## src/rtl/hdmi_video_pkg.sv

```systemverilog
// Shared definitions for the HDMI video source: pattern mode encodings,
// colour type and the colour-bar palette.
package hdmi_video_pkg;

  typedef logic [23:0] colour_t;

  localparam logic [1:0] MODE_SOLID = 2'd0;
  localparam logic [1:0] MODE_BARS  = 2'd1;
  localparam logic [1:0] MODE_CHECK = 2'd2;
  localparam logic [1:0] MODE_RAMP  = 2'd3;

  // Left to right: white, yellow, cyan, green, magenta, red, blue, black.
  localparam colour_t BAR_COLOURS [8] = '{
    24'hFFFFFF, 24'hFFFF00, 24'h00FFFF, 24'h00FF00,
    24'hFF00FF, 24'hFF0000, 24'h0000FF, 24'h000000
  };

  localparam colour_t GRID_COLOUR = 24'h404040;
  localparam colour_t WHITE       = 24'hFFFFFF;

endpackage

```

## src/rtl/hdmi_timing_counter.sv

```systemverilog
// Raster position counters plus active/sync/frame-wrap decode for an
// arbitrary resolution; all decode outputs describe the current count.
module hdmi_timing_counter #(
  parameter int H_ACTIVE = 640,
  parameter int H_FP     = 16,
  parameter int H_SYNC   = 96,
  parameter int H_BP     = 48,
  parameter int V_ACTIVE = 480,
  parameter int V_FP     = 10,
  parameter int V_SYNC   = 2,
  parameter int V_BP     = 33,
  parameter int H_W      = $clog2(H_ACTIVE + H_FP + H_SYNC + H_BP),
  parameter int V_W      = $clog2(V_ACTIVE + V_FP + V_SYNC + V_BP)
) (
  input  logic           clk,
  input  logic           reset,
  output logic [H_W-1:0] h_cnt,
  output logic [V_W-1:0] v_cnt,
  output logic           active,
  output logic           hsync,
  output logic           vsync,
  output logic           origin,
  output logic           frame_wrap
);

  localparam int H_TOTAL    = H_ACTIVE + H_FP + H_SYNC + H_BP;
  localparam int V_TOTAL    = V_ACTIVE + V_FP + V_SYNC + V_BP;
  localparam int HS_START   = H_ACTIVE + H_FP;
  localparam int HS_END     = HS_START + H_SYNC;
  localparam int VS_START   = V_ACTIVE + V_FP;
  localparam int VS_END     = VS_START + V_SYNC;

  generate
    if (H_SYNC == 0 || V_SYNC == 0) begin : g_bad_params
      $error("hdmi_timing_counter: H_SYNC and V_SYNC must be non-zero");
    end
  endgenerate

  logic [H_W-1:0] h_cnt_reg;
  logic [V_W-1:0] v_cnt_reg;
  logic           h_last;
  logic           v_last;

  assign h_last = (int'(h_cnt_reg) == H_TOTAL - 1);
  assign v_last = (int'(v_cnt_reg) == V_TOTAL - 1);

  always_ff @(posedge clk or posedge reset) begin
    if (reset) begin
      h_cnt_reg <= '0;
      v_cnt_reg <= '0;
    end else if (h_last) begin
      h_cnt_reg <= '0;
      v_cnt_reg <= v_last ? '0 : v_cnt_reg + 1'b1;
    end else begin
      h_cnt_reg <= h_cnt_reg + 1'b1;
    end
  end

  // Compared as int so sync windows ending exactly at the total never overflow.
  assign active     = (int'(h_cnt_reg) < H_ACTIVE) && (int'(v_cnt_reg) < V_ACTIVE);
  assign hsync      = (int'(h_cnt_reg) >= HS_START) && (int'(h_cnt_reg) < HS_END);
  assign vsync      = (int'(v_cnt_reg) >= VS_START) && (int'(v_cnt_reg) < VS_END);
  assign origin     = (h_cnt_reg == '0) && (v_cnt_reg == '0);
  assign frame_wrap = h_last && v_last;
  assign h_cnt      = h_cnt_reg;
  assign v_cnt      = v_cnt_reg;

endmodule

```

## src/rtl/hdmi_video_gen.sv

```systemverilog
// Parametrised HDMI video source: raster timing, sync and test patterns, all
// outputs registered and aligned. Optional grid overlay: HDMI_GRID_OVERLAY_EN.
module hdmi_video_gen
  import hdmi_video_pkg::*;
#(
  parameter int H_ACTIVE    = 640,
  parameter int H_FP        = 16,
  parameter int H_SYNC      = 96,
  parameter int H_BP        = 48,
  parameter int V_ACTIVE    = 480,
  parameter int V_FP        = 10,
  parameter int V_SYNC      = 2,
  parameter int V_BP        = 33,
  parameter bit HSYNC_POL   = 1'b0,
  parameter bit VSYNC_POL   = 1'b0,
  parameter int CHECK_SHIFT = 4,
  localparam int H_TOTAL    = H_ACTIVE + H_FP + H_SYNC + H_BP,
  localparam int V_TOTAL    = V_ACTIVE + V_FP + V_SYNC + V_BP,
  localparam int H_W        = $clog2(H_TOTAL),
  localparam int V_W        = $clog2(V_TOTAL)
) (
  input  logic           pixclk,
  input  logic           reset,
  input  logic [1:0]     mode,
  input  logic [23:0]    solid_rgb,
  output logic [7:0]     R_data,
  output logic [7:0]     G_data,
  output logic [7:0]     B_data,
  output logic           VDE,
  output logic [1:0]     CD,
  output logic [H_W-1:0] x,
  output logic [V_W-1:0] y,
  output logic           frame_start
);

  localparam int BAR_W = H_ACTIVE / 8;
  localparam logic [1:0] CD_IDLE = {~VSYNC_POL, ~HSYNC_POL};

  logic [H_W-1:0] h_cnt;
  logic [V_W-1:0] v_cnt;
  logic           active, hsync, vsync, origin, frame_wrap;

  hdmi_timing_counter #(
    .H_ACTIVE(H_ACTIVE), .H_FP(H_FP), .H_SYNC(H_SYNC), .H_BP(H_BP),
    .V_ACTIVE(V_ACTIVE), .V_FP(V_FP), .V_SYNC(V_SYNC), .V_BP(V_BP),
    .H_W(H_W), .V_W(V_W)
  ) u_timing (
    .clk(pixclk), .reset(reset),
    .h_cnt(h_cnt), .v_cnt(v_cnt),
    .active(active), .hsync(hsync), .vsync(vsync),
    .origin(origin), .frame_wrap(frame_wrap)
  );

  // Captured on the edge that moves the counters to (0,0), so the new
  // selection is in force for the whole of the frame that follows.
  logic [1:0] mode_reg;
  colour_t    solid_reg;

  always_ff @(posedge pixclk or posedge reset) begin
    if (reset) begin
      mode_reg  <= MODE_SOLID;
      solid_reg <= '0;
    end else if (frame_wrap) begin
      mode_reg  <= mode;
      solid_reg <= solid_rgb;
    end
  end

  logic [2:0] bar_idx;
  colour_t    pattern;
  colour_t    rgb_next;

  always_comb begin
    bar_idx = '0;
    for (int i = 1; i < 8; i++) begin
      if (int'(h_cnt) >= i * BAR_W) bar_idx = 3'(i);
    end

    pattern = solid_reg;
    case (mode_reg)
      MODE_SOLID: pattern = solid_reg;
      MODE_BARS:  pattern = BAR_COLOURS[bar_idx];
      MODE_CHECK: pattern = (h_cnt[CHECK_SHIFT] ^ v_cnt[CHECK_SHIFT]) ? WHITE : '0;
      MODE_RAMP:  pattern = {3{8'(h_cnt)}};
      default:    pattern = solid_reg;
    endcase

    rgb_next = active ? pattern : '0;
`ifdef HDMI_GRID_OVERLAY_EN
    if (active && (h_cnt[CHECK_SHIFT-1:0] == '0 || v_cnt[CHECK_SHIFT-1:0] == '0))
      rgb_next = GRID_COLOUR;
`endif
  end

  logic [H_W-1:0] x_reg;
  logic [V_W-1:0] y_reg;
  logic           vde_reg, fs_reg;
  logic [1:0]     cd_reg, cd_next;
  colour_t        rgb_reg;

  assign cd_next = {vsync ? VSYNC_POL : ~VSYNC_POL, hsync ? HSYNC_POL : ~HSYNC_POL};

  always_ff @(posedge pixclk or posedge reset) begin
    if (reset) begin
      x_reg   <= '0;
      y_reg   <= '0;
      vde_reg <= 1'b0;
      cd_reg  <= CD_IDLE;
      rgb_reg <= '0;
      fs_reg  <= 1'b0;
    end else begin
      x_reg   <= h_cnt;
      y_reg   <= v_cnt;
      vde_reg <= active;
      cd_reg  <= cd_next;
      rgb_reg <= rgb_next;
      fs_reg  <= origin;
    end
  end

  assign R_data      = rgb_reg[23:16];
  assign G_data      = rgb_reg[15:8];
  assign B_data      = rgb_reg[7:0];
  assign VDE         = vde_reg;
  assign CD          = cd_reg;
  assign x           = x_reg;
  assign y           = y_reg;
  assign frame_start = fs_reg;

endmodule
```

## config.mk

```make
export PLATFORM = sky130hd
export DESIGN_NAME = hdmi_video_gen
export DESIGN_NICKNAME = d
export VERILOG_FILES = /design/src/rtl/hdmi_video_pkg.sv /design/src/rtl/hdmi_timing_counter.sv /design/src/rtl/hdmi_video_gen.sv
export SDC_FILE = /design/constraint.sdc
export NUM_CORES = 1
export LEC_CHECK = 0
export ABC_CLOCK_PERIOD_IN_PS = 9050
export CORE_UTILIZATION = 51
export CTS_BUF_LIST = sky130_fd_sc_hd__clkbuf_4
export CTS_CLUSTER_DIAMETER = 80
export DETAILED_ROUTE_END_ITERATION = 16
export DONT_BUFFER_PORTS = 1
export GPL_TIMING_DRIVEN = 0
export HOLD_SLACK_MARGIN = 0.05
export PLACE_DENSITY_LB_ADDON = 0.3
export SLEW_MARGIN = 25
export SYNTH_ARGS = -nofsm -noshare
export SYNTH_HDL_FRONTEND = slang
export SYNTH_SLANG_ARGS = --single-unit
```

## constraint.sdc

```tcl
create_clock -name pixclk -period 9.05 [get_ports pixclk]
set_clock_uncertainty 0.05 [all_clocks]
set_input_delay 2.715 -clock pixclk [delete_from_list [all_inputs] [get_ports pixclk]]
set_output_delay 2.715 -clock pixclk [all_outputs]
set_load 0.01 [all_outputs]
```

== Word level (Yosys, flattened, before mapping) ==
Memory sizes are Yosys's and may differ from the RTL's.
Index checks and enable logic that the tools add are counted.
Word-level totals
  register bits: 94
  word-level logic and storage cells: 58
  output and inout port bits: 48
  ROM bits: 192
  memories kept: 1
  bits of input ports: 28
Cells by class
  reductions and logical operators: 8
  bitwise operators: 2
  order comparisons: 14
  eq/ne operators: 5
  multiplexer cells: 16
  $add $sub $neg: 2
Memories
  (name not given): depth 8, bits a word 24, read ports 1, clocked after memory_dff 0, write ports 0, line hdmi_video_gen.sv:82  | MODE_BARS: pattern = BAR_COLOURS[bar_idx];
Operators with widths (number)
  two-way mux 24 bit: 4
  case mux 24 bit (4 select lines): 1
  >= comparator 10 x 9 -> 1 bit, second input constant: 4
  adder 10 x 1 -> 10 bit, second input constant: 2
  >= comparator 10 bit, second input constant: 2
  >= comparator 10 x 8 -> 1 bit, second input constant: 2
  zero test 10 bit: 2
  < comparator 10 bit, second input constant: 2
  < comparator 10 x 9 -> 1 bit, second input constant: 2
  two-way mux 10 bit: 2
  two-way mux 3 bit: 6
  equality test 10 bit, second input constant: 1
  equality test 10 x 9 -> 1 bit, second input constant: 1
  >= comparator 10 x 7 -> 1 bit, second input constant: 1
  logical AND 1 bit: 5
  equality test 2 bit, second input constant: 2
  >= comparator 4 bit, second input constant: 1
  NOT 3 -> 4 bit: 1
  two-way mux 1 bit: 3
  equality test 2 x 1 -> 1 bit, second input constant: 1
  zero test 2 bit: 1
  XOR 1 bit: 1

== Logic depth before layout (Yosys ltp) ==
Gate-level depths: netlist of run 1.
  depth after elaboration: 14
  gate-level depth with buffers: 8
  depth with buffers taken out: 5

== Cells and area by module ==
A second synthesis of run 1 with hierarchy kept.
Second synthesis, totals
  cell total of the unflattened synthesis: 313
  area, all modules: 3968.8 µm²
Modules (own cells, without submodules)
  hdmi_video_gen: times used 1, area each 2841.5 µm², seq. area each 1854.3 µm², cells each 201
  hdmi_timing_counter: times used 1, area each 1127.3 µm², seq. area each 500.5 µm², cells each 112

== Worst setup path before layout of run 1 ==
No wires, ideal clock.
  kind: register -> output
  start point: reg cd_reg[0], in the netlist CD[0]
  end point: out CD[0]
  stages on the path, launching flop included: 1
  setup slack: 5765 ps
  buffers on the path: 0
  arrival: 520 ps
  data required time: 6285 ps
  cells stage by stage: dfstp_2
RTL lines
  start, declared: line hdmi_video_gen.sv:98  | logic [1:0] cd_reg, cd_next;
  start signal, assigned: line hdmi_video_gen.sv:115  | cd_reg <= cd_next;
  end, declared: line hdmi_video_gen.sv:30  | output logic [1:0] CD,
No word-level cell between the ends.

== Worst setup path in the final report of run 1 ==
  start point: reg cd_reg[1], in the netlist CD[1]
  end point: out CD[1]
No word-level cell between the ends.

==> results of run 1 <==
==> layout make-up <==
cell class | count | area, um2
clock inverters | 6 | 45.04
fillers | 584 | 3128
multi-input cells | 200 | 1434
repair buffers | 1 | 27.53
inverters | 8 | 35.03
clock buffers | 10 | 75.07
flip-flops and latches | 94 | 2355
plain buffers | 18 | 107.6
well taps | 99 | 123.9
==> cell usage after synthesis (2+ instances only) <==
master	instances	area share (%)
a21oi_1	19	2.4
ha_1	4	1.3
nor3_1	4	0.51
xnor2_1	7	1.6
mux2_2	19	5.4
and4_1	2	0.45
dfstp_2	2	1.3
xor2_1	7	1.6
nand3_1	10	1.3
o21ai_0	29	3.7
and3_1	6	0.96
a211oi_1	2	0.38
nor2_1	12	1.1
nand2_1	12	1.1
o21a_1	2	0.38
a31oi_1	8	1.3
a21o_1	10	1.9
buf_4	3	0.57
inv_1	8	0.76
nor2b_1	5	0.80
dfrtp_1	92	59
buf_6	2	0.57
clkbuf_1	9	0.86
buf_2	2	0.25
nor3b_1	2	0.38
nand4_1	8	1.3
nand2b_1	4	0.64
mux2_4	7	2.7
==> final timing paths <==
kind | start | depth (start not counted) | slack, ns | end
min | u_timing.h_cnt[2]$_DFF_PP0_ | 0 | 0.35 | x[2]$_DFF_PP0_
min in group asynchronous | reset | 1 | 1.97 | rgb_reg[10]$_DFF_PP0_
max | CD[1]$_DFF_PP1_ | 0 | 5.27 | CD[1]
max reg2reg | u_timing.h_cnt[0]$_DFF_PP0_ | 8 | 6.84 | solid_reg[0]$_DFFE_PP0P_
max in group asynchronous | reset | 2 | 6.34 | CD[1]$_DFF_PP1_
min reg2reg | u_timing.h_cnt[2]$_DFF_PP0_ | 0 | 0.35 | x[2]$_DFF_PP0_
==> layer usage <==
metal | global-route usage, % | vias up | wire, um
li1 | - | 1166 | -
met1 | 29.16 | 1276 | 3475
met2 | 32.50 | 77 | 3818
met3 | 5.415 | 11 | 501
met4 | 10.79 | 0 | 143
met5 | 0 | - | 0
==> power breakdown <==
group	leakage [nW]	internal (mW)	switching, mW
Sequential	1.28	0.420	0
Combinational	0.646	0.00155	0.00777
Clock	0.0610	0.0610	0.139
==> cell families after synthesis <==
logic type | count (synthesis)
muxes | 26
and+or+nand+nor | 80
adders and majority gates | 4
DFF | 94
AOI/OAI and AO/OA | 76
xor gates and xnor gates | 14
buffers and inverters | 26
==> flow_summary.json, run 1 <==
{
  "die_h_um": 89.74,
  "peakVddDrop_mv": 0.06790,
  "dp_hpwl_mm": 5.516,
  "synth_edf_count": 0,
  "synth-xor-area-share_pct": 3.123,
  "clk_latency_ns": 0.44,
  "grt_first_pass_wirelength_mm": 13.23,
  "fin_crit_ns": 3.785,
  "core_area_um2": 7331,
  "grt_use_total_pct": 21.58,
  "clockRootBuffer": "clkbuf_4",
  "cts_inserted_buffers": 9,
  "synth_mux_area_share_pct": 8.126,
  "cts_setup_buffers": 0,
  "final_cells": 436,
  "fmax_mhz": 264.2,
  "final_cell_mix": "dfrtp_1, o21ai_0, a21oi_1, mux2_2",
  "wire_per_inst_um": 18.20,
  "p_total_mw": 0.6295,
  "cp-end-kind": "output pin",
  "postCtsHoldBufs": 0,
  "syn_to_final_growth_pct": 7.043,
  "worstPathRequired_ns": 6.29,
  "drc": 0,
  "maxCapViolations": 0,
  "synthSimpleGateAreaFrac_pct": 12.62,
  "final_common_cell": "dfrtp_1",
  "timing.slew.headroom_pct": 52.13,
  "hold_viol": 0,
  "critPathArrivalTime_ns": 1.02,
  "start_util_pct": 53.56,
  "avgSynthCellArea_um2": 12.27,
  "rsz0062_at_grt": "no",
  "async_flop_share_pct": 100.0,
  "viasPerCell": 5.803,
  "leakagePower_nw": 1.985,
  "antenna_found_initial": 0,
  "first_pass_iters": 4,
  "ys.warnings.count": 0,
  "ant_nets": 0,
  "tightest_slew_ns": 0.7165,
  "synth_top_family_by_area": "simple AND/OR/NAND/NOR gates",
  "cts_resized": 0,
  "vias": 2530,
  "postSynthCellCount": 320,
  "overflow": 0,
  "clkSlewWorstSetupHoldPaths_ns": 0.14,
  "antenna_cells": 0,
  "dieWidth_um": 89.74,
  "cts_tree": "done",
  "num_rows": 31,
  "dp.cells": 420,
  "fp.dieArea_um2": 8053,
  "timing.hold.ws_ns": 0.3511,
  "synth.yosys.seq_area_share_pct": 59.97,
  "fin_ws_ns": 5.265,
  "min_path_type": "reg2reg",
  "first_global_vias": 2458,
  "nets": 364,
  "synth.ff_latch_count": 94,
  "drt_iter0_drc": 99,
  "worstPathMaxFanout": 1,
  "utilization_pct": 57.33,
  "path_class": "reg2out",
  "clock_sinks": 94,
  "cp-start-kind": "register",
  "ios": 76,
  "synthFlopType": "dfrtp_1",
  "port_buffers": 0,
  "syn_nets": 352,
  "period_share_pct": 41.82,
  "slew_viol_final": 0,
  "cts_max_level": 3,
  "synth_compound_area_share_pct": 11.38,
  "post-place-ws_ns": 5.753,
  "finalSetupViolCount": 0,
  "drive_gt1_share_pct": 18.99,
  "final_area_um2": 4203,
  "status": "complete, no violations",
  "gp_congestion": 0.8470,
  "tns_ns": 0,
  "yosys.cell_types.count": 51,
  "grt_max_degree": 79,
  "cts.path.max_buffers": 2,
  "syn_area_um2": 3926,
  "wl_mm": 7.937,
  "place_area_um2": 4083,
  "power_density_nw_per_um2": 149.8,
  "yosys.area_share.adder_pct": 1.275
}
Power figures use the tool's default switching activity.
==> run 2: changes to the inputs <==
--- a/config.mk
+++ b/config.mk
@@ -5,7 +5,7 @@
 export SDC_FILE = /design/constraint.sdc
 export NUM_CORES = 1
 export LEC_CHECK = 0
-export ABC_CLOCK_PERIOD_IN_PS = 9050
+export ABC_CLOCK_PERIOD_IN_PS = 3950
 export CORE_UTILIZATION = 51
 export CTS_BUF_LIST = sky130_fd_sc_hd__clkbuf_4
 export CTS_CLUSTER_DIAMETER = 80
==> constraint.sdc (replaced) <==
create_clock -name pixclk -period 3.95 [get_ports pixclk]
set_clock_uncertainty 0.05 [all_clocks]
set_input_delay 1.185 -clock pixclk [delete_from_list [all_inputs] [get_ports pixclk]]
set_output_delay 1.185 -clock pixclk [all_outputs]
set_load 0.01 [all_outputs]
==> results of run 2 <==
Same layout as run 1 (identical final DEF). Status: complete, no violations.
Main changes from that run: setup slack after placement 5.753 ns -> 1.752 ns; setup slack after layout 5.265 ns -> 1.695 ns; register-to-register setup slack 6.84 ns -> 1.74 ns; total power 0.6295 mW -> 1.442 mW; worst IR drop on VDD 0.06790 mV -> 0.1556 mV
==> run 3: changes to the inputs <==
--- a/config.mk
+++ b/config.mk
@@ -5,7 +5,7 @@
 export SDC_FILE = /design/constraint.sdc
 export NUM_CORES = 1
 export LEC_CHECK = 0
-export ABC_CLOCK_PERIOD_IN_PS = 3950
+export ABC_CLOCK_PERIOD_IN_PS = 2250
 export CORE_UTILIZATION = 51
 export CTS_BUF_LIST = sky130_fd_sc_hd__clkbuf_4
 export CTS_CLUSTER_DIAMETER = 80
==> constraint.sdc (replaced) <==
create_clock -name pixclk -period 2.25 [get_ports pixclk]
set_clock_uncertainty 0.05 [all_clocks]
set_input_delay 0.675 -clock pixclk [delete_from_list [all_inputs] [get_ports pixclk]]
set_output_delay 0.675 -clock pixclk [all_outputs]
set_load 0.01 [all_outputs]
==> flow_summary.json, run 3 (synthesis gave the netlist of run 1 again) <==
{
  "leakagePower_nw": 2.028,
  "min_path_type": "in2reg",
  "slew_viol_final": 0,
  "cts_max_level": 3,
  "drc": 0,
  "fp.dieArea_um2": 8053,
  "fmax_mhz": 471.3,
  "clkSlewWorstSetupHoldPaths_ns": 0.16,
  "overflow": 0,
  "grt_use_total_pct": 21.18,
  "final_cell_mix": "dfrtp_1, o21ai_0, a21oi_1, mux2_2",
  "finalSetupViolCount": 0,
  "port_buffers": 0,
  "grt_first_pass_wirelength_mm": 13.07,
  "tightest_slew_ns": 0.7477,
  "final_common_cell": "dfrtp_1",
  "grt_max_degree": 36,
  "critPathArrivalTime_ns": 2.43,
  "cp-end-kind": "register",
  "ant_nets": 0,
  "path_class": "reg2reg",
  "peakVddDrop_mv": 0.3180,
  "dp_hpwl_mm": 5.781,
  "cts_inserted_buffers": 9,
  "num_rows": 31,
  "first_pass_iters": 4,
  "clock_sinks": 94,
  "gp_congestion": 0.8337,
  "dieWidth_um": 89.74,
  "cp-start-kind": "register",
  "power_density_nw_per_um2": 633.5,
  "cts_tree": "done",
  "wl_mm": 8.162,
  "first_global_vias": 2434,
  "status": "complete, no violations",
  "utilization_pct": 58.68,
  "die_h_um": 89.74,
  "maxCapViolations": 0,
  "period_share_pct": 94.30,
  "clockRootBuffer": "clkbuf_4",
  "core_area_um2": 7331,
  "drive_gt1_share_pct": 20.59,
  "clk_latency_ns": 0.46,
  "viasPerCell": 5.854,
  "whs_path_depth": 1,
  "drt_iter0_drc": 176,
  "rsz0062_at_grt": "no",
  "antenna_found_initial": 0,
  "worst_r2r_path_depth": 8,
  "vias": 2570,
  "ios": 76,
  "wire_per_inst_um": 18.59,
  "place_area_um2": 4129,
  "worstPathRequired_ns": 2.56,
  "final_area_um2": 4302,
  "antenna_cells": 0,
  "hold_viol": 0,
  "worstPathMaxFanout": 10,
  "nets": 367,
  "syn_to_final_growth_pct": 9.560,
  "tns_ns": 0,
  "cts.path.max_buffers": 2,
  "start_util_pct": 53.56,
  "fin_crit_ns": 2.122,
  "timing.slew.headroom_pct": 49.82
}
==> run 3: stage by stage <==
stage | setup slack, ns | power (mW) | instances | hold WS (ns)
2_1_floorplan | 0.3203 | 1.747 | 320 | 0.3048
3_3_place_gp | 0.007653 | 1.755 | 419 | 0.3138
3_5_place_dp | 0.06995 | 1.772 | 422 | 0.3269
4_1_cts | 0.04488 | 2.740 | 439 | 0.2856
5_1_grt | 0.005424 | 2.824 | 439 | 0.2655
6_report | 0.1283 | 2.725 | 439 | 0.2903
==> run 3: worst paths after layout <==
check	slack, ns	from	endpoint
max	0.13	u_timing.h_cnt[1]$_DFF_PP0_	solid_reg[3]$_DFFE_PP0P_
min	0.29	solid_rgb[5]	solid_reg[5]$_DFFE_PP0P_
max reg2reg	0.13	u_timing.h_cnt[1]$_DFF_PP0_	solid_reg[3]$_DFFE_PP0P_
min reg2reg	0.35	u_timing.h_cnt[2]$_DFF_PP0_	x[2]$_DFF_PP0_
max in group asynchronous	0.81	reset	CD[0]$_DFF_PP1_
min in group asynchronous	0.59	reset	rgb_reg[9]$_DFF_PP0_
==> run 3: worst max-delay path: stages (launching register included) <==
cell and delay (ns):
dfrtp_2 0.46, ha_1 0.22, and4_1 0.20, buf_4 0.16
nand3_4 0.12, nor2_2 0.17, buf_6 0.18, buf_8 0.16
mux2_4 0.30
==> run 3: final cells by class <==
class | count | area [um2]
Buffer | 18 | 108.9
Clock buffer | 9 | 67.56
Clock inverter | 7 | 91.34
Fill cell | 582 | 3029
Inverter | 8 | 33.78
Multi-Input combinational cell | 200 | 1434
Sequential cell | 94 | 2357
Tap cell | 99 | 123.9
Timing Repair Buffer | 4 | 85.08
==> run 3: per-layer routing <==
metal | up-vias | global-route usage (%) | routed length, um
li1 | 1168 | - | -
met4 | 0 | 10.25 | 212
met2 | 81 | 31.54 | 3865
met3 | 19 | 4.822 | 482
met1 | 1302 | 29.44 | 3601
met5 | - | 0 | 0
==> run 3: power breakdown <==
group          internal, mW  switching, mW
Combinational        0.0154         0.0346
Sequential             1.69              0
Clock                 0.365          0.620
Total                  2.07          0.655
==> run 3: what timing repair did <==
| item | in CTS | in global routing |
|---|---|---|
| setup endpoints to repair | 0 | 9 |
| gates resized for setup | 0 | 4 |
| buffers inserted | 0 | 0 |
| hold endpoints to repair | 14 | 0 |
| hold buffers | 1 | 0 |
==> edit (flow settings as in run 1) <==
`H_FP` is set to 16 in 2 places; all go to 32.
--- a/src/rtl/hdmi_timing_counter.sv
+++ b/src/rtl/hdmi_timing_counter.sv
@@ -4,3 +4,3 @@
   parameter int H_ACTIVE = 640,
-  parameter int H_FP     = 16,
+  parameter int H_FP     = 32,
   parameter int H_SYNC   = 96,
--- a/src/rtl/hdmi_video_gen.sv
+++ b/src/rtl/hdmi_video_gen.sv
@@ -6,3 +6,3 @@
   parameter int H_ACTIVE    = 640,
-  parameter int H_FP        = 16,
+  parameter int H_FP        = 32,
   parameter int H_SYNC      = 96,
Check against the original RTL: same outputs for any inputs over 10 cycles, from zero or initial values and one cycle with reset high; that may be too few to reach the edited logic, so the function may still have changed.
==> edit against run 1 <==
Synthesized area is essentially flat; largest power group unchanged; sequential power barely moved; power rose by 8.8%; setup slack better by 0.0012 ns; design area rose by 1.3%; sequential cell count unchanged; maximum frequency about the same; wire length up 0.44%.
==> edit: results (changes against run 1) <==
stage,metric,value,unit,change
synthesis,seq_area_frac_synth,59.94,%,about the same
critical_path,arrival,1.02,ns,about the same
placement,hpwl,5416,um,-1.8%
critical_path,r2r_start,u_timing.v_cnt[1]$_DFFE_PP0N_,,
synthesis,ys_top_cells_by_count,"92 x dfrtp_1, 32 x o21ai_0, 26 x mux2_4",,
clock_tree,cts_setup_buffers,0,,unchanged
clock_tree,numCtsBuffers,9,,unchanged
clock_tree,clock_path_buffers,2,,unchanged
synthesis,synth-main-ff-cell,dfrtp_1,,
critical_path,worstPathMaxFanout,1,,unchanged
min_path,hp-class,reg -> reg,,
placement,dp.cells,414,,-1.4%
finish,fin_nets,358,,-1.6%
global_routing,grt_pass1_wl,12890,um,-2.6%
placement,placed_cell_area,0.004085,mm2,about the same
finish,fill_cells,589,,+0.86%
global_routing,grt_usage,21.18,%,-0.40 points
synthesis,yosysWarnings,0,,unchanged
global_routing,antenna_found_initial,0,,unchanged
synthesis,ys_types,46,,-9.8%
synthesis,synthArstFlopShare,100.0,%,unchanged
placement,io_buffers,0,,unchanged
clock_tree,cts.clk_slew.worst_paths,0.14,ns,about the same
global_routing,first_global_vias,2384,,-3.0%
pwr,power.switching,150.0,uW,+2.2%
clock_tree,clock_latency,0.45,ns,
timing,maxSlewHeadroom,45.57,%,-6.6 points
min_path,min_from,u_timing.v_cnt[2]$_DFFE_PP0N_,,
status,status,"finished, final reports clean",,
clock_tree,cts_resized,0,,unchanged
pwr,power.leakage,0.002055,uW,+3.5%
critical_path,crit_start,CD[1]$_DFF_PP1_,,
synthesis,synth_nets,346,,-1.7%
clock_tree,cts.htree.levels,3,,unchanged
route,drtIter0Drc,167,,+69%
finish,num_antenna_cells,0,,unchanged
global_routing,grt_max_degree,57,,-28%
route,wl_per_cell,18.54,um,+1.8%
finish,final_cells,430,,-1.4%
placement,gp_congestion,0.7997,,-5.6%
clock_tree,root_buffer,clkbuf_4,,
finish,drive_above_1_share,18.43,%,-0.56 points
route,num_vias,2457,,-2.9%
synthesis,yosys-top-cells-area,"dfrtp_1 59%, mux2_4 9.9%, o21ai_0 4.1%",,
pwr,ir_worst_vdd,0.05901,mV,-13%
synthesis,avgSynthCellArea,12.51,um2,+2.0%
route,drtPass1Iterations,4,,unchanged
-- edit: changes by cell type in the layout (fill, tap and decap cells not counted), sizes merged, moves of 4 or more --
cell	change
buf	-4
nor2b	-4
nand4	-4
nor4	+7
-- edit: final cells by class --
cell class	instances	area, um2	area share [%]
tap	99	123.9	2.911
clock buffer	9	67.56	1.588
inverter	9	38.79	0.9115
clock inverter	7	97.59	2.293
multi-input combinational	193	1428	33.55
timing repair buffer	1	27.53	0.6469
buffer	18	117.6	2.764
sequential	94	2355	55.34
-- edit: per-stage QoR --
step	worst slack, ns	utilization (%)	hold WS [ns]
6_report	5.267	58.05	0.3402
5_1_grt	5.228	58.05	0.3551
4_1_cts	5.259	57.98	0.3407
3_5_place_dp	5.760	55.73	0.3095
3_3_place_gp	3.020	55.28	0.3098
2_1_floorplan	3.840	-	0.3019
-- edit: final timing paths --
kind / slack (ns) / cells after the start / end
worst max-delay path: 5.27 / 0 / CD[1]
worst min-delay path: 0.34 / 0 / y[2]$_DFF_PP0_
worst max register to register: 6.55 / 7 / solid_reg[2]$_DFFE_PP0P_
worst min register to register: 0.34 / 0 / y[2]$_DFF_PP0_
max in group asynchronous: 6.33 / 2 / u_timing.v_cnt[0]$_DFFE_PP0N_
min in group asynchronous: 2.02 / 1 / rgb_reg[23]$_DFF_PP0_
-- edit: cell families after synthesis --
kind of cell	after synthesis	share of synthesized area (%)
adder cells (fa/ha/maj)	4	1.274
XOR/XNOR	13	2.898
buffers and inverters	27	3.853
multiplexers	27	10.22
flip-flops	94	59.94
AO/OA/AOI/OAI	75	10.86
AND/OR/NAND/NOR	74	10.96
-- edit: layer usage --
layer  share of wire, %  GRT usage (%)  vias up
met5                  0              0        -
met4                1.9          8.607        0
met3                6.4          6.599       11
met2                 47          32.24       90
met1                 45          28.31     1217
li1                   -              -     1139
-- edit: power by group through the flow --
stage	logic (uW)	registers, uW	clock network, uW
finish	9.55	420	255
global route	11.4	420	279
CTS	10.2	420	259
detailed placement	10.2	428	0
global placement	8.21	428	0
floorplan	6.37	428	0
